## config.mk

```make
export PLATFORM = sky130hd
export DESIGN_NAME = e203_exu_nice_csr_shadow
export DESIGN_NICKNAME = d
export VERILOG_FILES = /design/src/rtl/e203_exu_nice_csr_shadow.sv
export SDC_FILE = /design/constraint.sdc
export NUM_CORES = 1
export LEC_CHECK = 0
export CORE_MARGIN = 2
export CORE_UTILIZATION = 45
export DETAILED_ROUTE_END_ITERATION = 10
export GPL_TIMING_DRIVEN = 0
export PLACE_DENSITY_LB_ADDON = 0.3
export SYNTH_ARGS = -nofsm -noshare
export SYNTH_HDL_FRONTEND = slang
export SYNTH_SLANG_ARGS = --single-unit
```

## constraint.sdc

```tcl
create_clock -name clk -period 2.55 [get_ports clk]
set_input_delay 0.51 -clock clk [delete_from_list [all_inputs] [get_ports clk]]
set_output_delay 0.51 -clock clk [all_outputs]
set_load 0.03 [all_outputs]
```

## src/rtl/e203_exu_nice_csr_shadow.sv

```systemverilog
// e203_exu_nice_csr_shadow
//   Shadow copy of the NICE coprocessor CSRs (0xE00..0xE00+NCSR-1).
//   CSR reads return data combinationally from the shadow. Accepted writes
//   update the shadow and are queued in a small FIFO that drains to the
//   coprocessor. The coprocessor can push status updates into the shadow.
//
// Ports:
//   clk, rst_n              core clock, async active-low reset
//   nice_csr_*              request channel from the CSR control stage
//                           (valid/ready/addr/wr/wdata, rdata and oor are combinational)
//   cop_wr_*                queued write channel to the coprocessor (valid/ready/idx/data)
//   cop_upd_*               coprocessor status updates (always accepted)
//   wq_idle                 write queue empty
module e203_exu_nice_csr_shadow #(
    parameter int NCSR       = 8,
    parameter int IDXW       = 3,
    parameter int FIFO_DEPTH = 2
) (
    input  logic            clk,
    input  logic            rst_n,
    input  logic            nice_csr_valid,
    output logic            nice_csr_ready,
    input  logic [31:0]     nice_csr_addr,
    input  logic            nice_csr_wr,
    input  logic [31:0]     nice_csr_wdata,
    output logic [31:0]     nice_csr_rdata,
    output logic            nice_csr_oor,
    output logic            cop_wr_valid,
    input  logic            cop_wr_ready,
    output logic [IDXW-1:0] cop_wr_idx,
    output logic [31:0]     cop_wr_data,
    input  logic            cop_upd_valid,
    input  logic [IDXW-1:0] cop_upd_idx,
    input  logic [31:0]     cop_upd_data,
    output logic            wq_idle
);
    localparam int PW = (FIFO_DEPTH > 1) ? $clog2(FIFO_DEPTH) : 1;
    localparam int CW = PW + 1;

    logic [NCSR-1:0][31:0]       shadow;
    logic [FIFO_DEPTH-1:0][IDXW-1:0] q_idx;
    logic [FIFO_DEPTH-1:0][31:0] q_data;
    logic [PW-1:0]               head, tail;
    logic [CW-1:0]               count;

    logic [7:0]      idx8;
    logic [IDXW-1:0] idx;
    logic            in_range;
    logic            full;
    logic            acc_wr;
    logic            pop;

    // Address bits above [7:0] are never decoded; [11:8] is guaranteed 0xE upstream.
    logic unused_addr;
    assign unused_addr = ^{nice_csr_addr[31:8], idx8[7:IDXW]};

    assign idx8     = nice_csr_addr[7:0];
    assign idx      = idx8[IDXW-1:0];
    assign in_range = (idx8 < 8'(NCSR));

    // Ready is purely a function of FIFO occupancy; reads stall too when full.
    assign full           = (count == CW'(FIFO_DEPTH));
    assign nice_csr_ready = ~full;
    assign nice_csr_oor   = nice_csr_valid & ~in_range;
    assign nice_csr_rdata = in_range ? shadow[idx] : 32'h0;

    assign acc_wr = nice_csr_valid & nice_csr_ready & nice_csr_wr & in_range;

    assign cop_wr_valid = (count != '0);
    assign cop_wr_idx   = q_idx[head];
    assign cop_wr_data  = q_data[head];
    assign wq_idle      = (count == '0);
    assign pop          = cop_wr_valid & cop_wr_ready;

    // CPU write has priority over a same-index status update.
    always_ff @(posedge clk or negedge rst_n) begin
        if (!rst_n) begin
            shadow <= '0;
        end else begin
            for (int i = 0; i < NCSR; i++) begin
                if (acc_wr && idx == IDXW'(i))
                    shadow[i] <= nice_csr_wdata;
                else if (cop_upd_valid && cop_upd_idx == IDXW'(i))
                    shadow[i] <= cop_upd_data;
            end
        end
    end

    // Write queue; pointers wrap naturally since FIFO_DEPTH is a power of 2.
    always_ff @(posedge clk or negedge rst_n) begin
        if (!rst_n) begin
            q_idx  <= '0;
            q_data <= '0;
            head   <= '0;
            tail   <= '0;
            count  <= '0;
        end else begin
            if (acc_wr) begin
                q_idx[tail]  <= idx;
                q_data[tail] <= nice_csr_wdata;
                tail         <= tail + 1'b1;
            end
            if (pop)
                head <= head + 1'b1;
            case ({acc_wr, pop})
                2'b10:   count <= count + 1'b1;
                2'b01:   count <= count - 1'b1;
                default: count <= count;
            endcase
        end
    end
endmodule

```

== Word level (Yosys, flattened, before mapping) ==
Index checks and enable logic that the tools add are counted.
Widths: inputs -> output; s select.
Storage, ports and cells
  flip-flop bits (word level): 330
  logic and storage cells: 108
  bits of input ports: 105
  output and inout bits: 71
Cells by class
  equal/unequal tests: 17
  add/sub/neg operators: 4
  reduce and logical (&&, ||, !) cells: 30
  $lt $le $gt $ge: 5
  mux-type cells: 30
  bitwise gates (word level): 7
Operators by type and width (count)
  $mux 32: 21
  $bmux 32 s3: 1
  $bwmux 64: 1
  $demux 32 s1: 1
  $eq 3x3->1 const B: 8
  $reduce_bool 2->1: 10
  $logic_and 1x1->1: 17
  $eq 3x2->1 const B: 4
  $mux 3: 3
  $lt 8x4->1 const B: 1
  $bwmux 6: 1
  $eq 3x1->1 const B: 2
  $logic_not 3->1: 2
  $and 1x1->1: 5
  $eq 2x2->1 const B: 2
  $lt 1x2->1 const B: 2
  $lt 3x4->1 const B: 1
  $pmux 2 s2: 1
  $demux 3 s1: 1
  $add 1x1->1 const B: 2
  $add 2x1->2 const B: 1
  $eq 2x1->1 const B: 1
  $logic_not 2->1: 1
  $not 1->1: 2
  other kinds (2): 2

== Longest topological paths before layout ==
Gate-level depths: netlist (run 1).
  depth in word-level cells: 7
  mapped depth: 7
  depth with buffers taken out: 6

== Worst setup path after synthesis (run 1) ==
OpenSTA, ideal clock, no wires.
  kind: input to output
  from: input nice_csr_addr[6]
  to: output nice_csr_rdata[10]
  path slack: -0.106 ns
  path buffers: 2
  stages on the path: 5
  data required time: 2.040 ns
  data arrival time: 2.146 ns
  cells stage by stage: nor2_1 > or4b_1 > clkbuf_1 > clkbuf_1 > nor3_1
Between the ends
  longest elaborated chain between the ends: 2
Ends and longest elaborated chain
  from (decl): RTL line 23  | input logic [31:0] nice_csr_addr,
  $lt 8x4->1: RTL line 59  | assign in_range = (idx8 < 8'(NCSR));
  $mux 32: RTL line 65  | assign nice_csr_rdata = in_range ? shadow[idx] : 32'h0;
  to (decl): RTL line 26  | output logic [31:0] nice_csr_rdata,
No other way between the ends.

== Final worst setup path (run 1) ==
  from: input nice_csr_addr[3]
  to: output nice_csr_rdata[26]
Same word-level chain as after synthesis.

==> summary.txt, run 1 <==
Power
  – Part of the power in combinational logic: 0.264
  – Power density cells: about 740 mW/mm^2
  – Psw: 4.80 mW
  – VDD IR-drop max: between 0.6 and 0.7 mV
  – Seq pwr share: 0.397
  – Clock power share: 0.339
  – Sw frac: 0.278
  – Internal power: around 12 mW
  – Pleak: 10.4 nW

Job
  – Max Cap Viol: 0

Clock network
  – Worst-Skew Late Latency: approximately 0.56 ns
  – Clk pin slew, worst setup/hold paths: 0.06 ns
  – Clock Path Buffers: 3
  – H-tree Lvls: 2
  – CTS root buf: clkbuf_16
  – Clock sink count: 330
  – CTS Buf Count: 39
  – TritonCTS clock tree: built

Global routing
  – Most Crowded Layer GR: met2
  – First-pass GRT wire length: roughly 80000 microns
  – Vias in the first global route: ~13000
  – Met1 Use GR: 0.330
  – M3 GR Usage: 0.0427
  – Largest net degree at the start of global routing: ~110
  – Initial antenna violation count: 1
  – Met2 usage: 0.391
  – Global Route Usage Sum: 0.241
  – Total grt overflow: 0

Routing
  – Vias post-DR: ~12000
  – First drt pass iteration count: 5
  – Final wirelength: about 52000 microns
  – Mean number of vias per cell: approximately 5.7
  – Post-DRT Antenna Nets: 0
  – 1st-iter DRT viols: between 600 and 700
  – DR WL/cell: roughly 25 microns
  – DRC: 0

Setup path
  – Worst Reg-to-Reg Cells: 5
  – Reg2Reg Capture Point: q_data[17]
  – WP data required: between 2 and 2.5 ns
  – Data arrival, critical path: about 2 ns
  – Crit path kind: input port to output pin
  – Nature of the critical path endpoint: output pin
  – Reg-to-reg critical path startpoint: count[0]
  – Startpoint types: input port
  – Highest net fanout along the worst path: 5
  – Flop-to-flop setup slack: 0.55 ns

Floorplanning
  – Full die area: 0.0432 sq mm
  – Horiz. Die Dim: 208 microns
  – IO Pins: roughly 180
  – Core box area: between 0.04 and 0.05 sq mm
  – Initial Utilization: 0.457
  – # rows: between 70 and 80
  – Die Y: a little over 200 microns

Yosys
  – Syn nets: ~1500
  – Yosys reg bits: 330
  – Mapped Avg Cell Area: 13.8 sq um
  – Cell taking the most area after synthesis: dfrtp_1
  – Share of the synthesized area in the top cell type: 0.441
  – Post-synthesis sequential area ratio: 0.441
  – YS warnings: 0
  – Top post-synthesis cells by area: dfrtp_1, mux2_2, mux2_4
  – Synthesized area: around 0.019 sq mm
  – Netlist cell types: 33
  – Cells after Synth: roughly 1400

Placed design
  – Port buffer count: 115
  – GP Congestion: 0.787
  – Final HPWL DP: approximately 32000 microns
  – Post-Place Setup Slack: -1.51 ns

Timing
  – Max-Slew Margin vs Limit: 0.376
  – Final hold violations: 0
  – Crit path time final: about 2.5 ns
  – Period utilization: 0.990
  – Clock skew: about 0.023 ns
  – Actual slew at the worst max-slew pin: roughly 0.94 ns
  – Final WS setup: around 0.025 ns
  – Unrepaired setup endpoints after global routing: false
  – Maximum clock frequency: between 0.3 and 0.4 GHz
  – Max-slew violation count: 0
  – Final setup viols: 0

Outcome
  – Status: finished clean

Finish
  – Most frequent cells in the layout: mux2_2, dfrtp_1, mux2i_1, mux2_4, clkbuf_16
  – Share of post-route cells with drive strength above 1: 0.614
  – Nets: 1635
  – Layout fillers: about 3400
  – Util after Layout: 0.568
  – Area Overhead vs Synth: 24.2%
  – Commonest non-fill, non-tap cell in the layout: mux2_2

Worst hold path
  – Hold/Removal Path Class: input port to async pin
per-stage QoR:
| step | instance area [sq um] | total power, mW | std cells | TNS (ns) | hold slack (ns) |
|---|---|---|---|---|---|
| 2_1_floorplan | 18700 | 9.98 | 1354 | -3.17 | 0.214 |
| 3_3_place_gp | 20500 | 11.0 | 2001 | -4641.70 | 0.479 |
| 3_5_place_dp | 20600 | 11.2 | 2004 | -72.44 | 0.443 |
| 4_1_cts | 23200 | 17.4 | 2091 | 0 | 0.437 |
| 5_1_grt | 23200 | 18.1 | 2091 | 0 | 0.480 |
| 6_report | 23200 | 17.3 | 2091 | 0 | 0.437 |
worst max path at each step:
stage | from | to | slack (ns)
after floorplan | nice_csr_addr[6] | nice_csr_rdata[10] | -0.11
after global placement | rst_n | shadow[239] | -13.88
after detailed placement | nice_csr_addr[0] | nice_csr_rdata[25] | -1.51
after CTS | nice_csr_addr[0] | nice_csr_rdata[12] | 0.0004
after global routing | nice_csr_addr[3] | nice_csr_rdata[19] | 0.007
final | nice_csr_addr[3] | nice_csr_rdata[26] | 0.03
power by group through the flow:
stage	Sequential [mW]	Clock (mW)	Combinational (mW)
5_1_grt	6.98	6.18	4.91
4_1_cts	6.84	5.97	4.58
6_report	6.86	5.86	4.57
3_5_place_dp	6.91	0	4.25
3_3_place_gp	6.88	0	4.13
2_1_floorplan	6.76	0	3.22
worst max-delay path, cell delays in order:
cell,delay (ns)
buf_2,0.12
nor2_4,0.13
or4b_4,0.63
clkbuf_16,0.23
nor3_4,0.22
buf_6,0.16
cells in the mapped netlist:
cell,number
nor2b_1,2
nand4b_2,1
xnor2_1,3
and4bb_2,3
nand4_4,9
nand2_1,1
nand4b_1,2
and4_1,1
ha_1,1
nor3_1,32
buf_4,5
o22ai_1,32
xor2_1,2
inv_1,1
a22o_1,32
nor4b_4,3
or2_2,1
nor2_1,3
and2_1,3
and4b_1,3
or4b_1,1
buf_6,18
mux2_1,30
nor4bb_1,3
nand2b_1,2
buf_2,51
buf_1,38
nand4_1,3
mux2i_1,64
clkbuf_1,23
dfrtp_1,330
mux2_4,60
mux2_2,591
logic make-up after synthesis:
| family | share of synthesized area |
|---|---|
| adders and majority gates | 0.000669 |
| AOI/OAI and AO/OA | 0.0257 |
| buffers and inverters | 0.0389 |
| DFF | 0.441 |
| xor gates and xnor gates | 0.00234 |
| muxes | 0.456 |
| and+or+nand+nor | 0.0350 |
sequential cells by signal, summed over array words and instances (netlist names):
signal	cells
q_idx	6
head	1
shadow	256
q_data	64
count	2
tail	1
layout make-up:
| cell class | instances | area [sq um] | area share |
|---|---|---|---|
| clock inverters | 12 | 138 | 0.00592 |
| repair buffers | 136 | 1490 | 0.0640 |
| flip-flops and latches | 330 | 8260 | 0.355 |
| multi-input cells | 889 | 10400 | 0.446 |
| well taps | 532 | 666 | 0.0286 |
| inverters | 1 | 3.75 | 0.000162 |
| diodes | 1 | 2.50 | 0.000108 |
| plain buffers | 132 | 1120 | 0.0480 |
| clock buffers | 58 | 1210 | 0.0521 |
metal layers:
metal,wire length [microns],share of wire,vias up
li1,-,-,5367
met1,23100,0.45,6221
met2,24900,0.48,246
met3,2310,0.045,83
met4,1390,0.027,0
met5,0,0,-
repair_timing:
item / in CTS / in global routing
gates cloned: 9 / 0
endpoints found under the setup margin: 69 / 32
hold buffers: 1 / 0
gates resized for setup: 527 / 10
buffers inserted: 9 / 0
endpoints found under the hold margin: 43 / 0
pin swaps: 30 / 1
Note: power is estimated with default switching activity, not from simulation.
==> inputs of run 2 (changes only) <==
Settings changed: CAP_MARGIN set to 5.
==> results of run 2 <==
Final layout, timing and power as in run 1 (identical DEF).
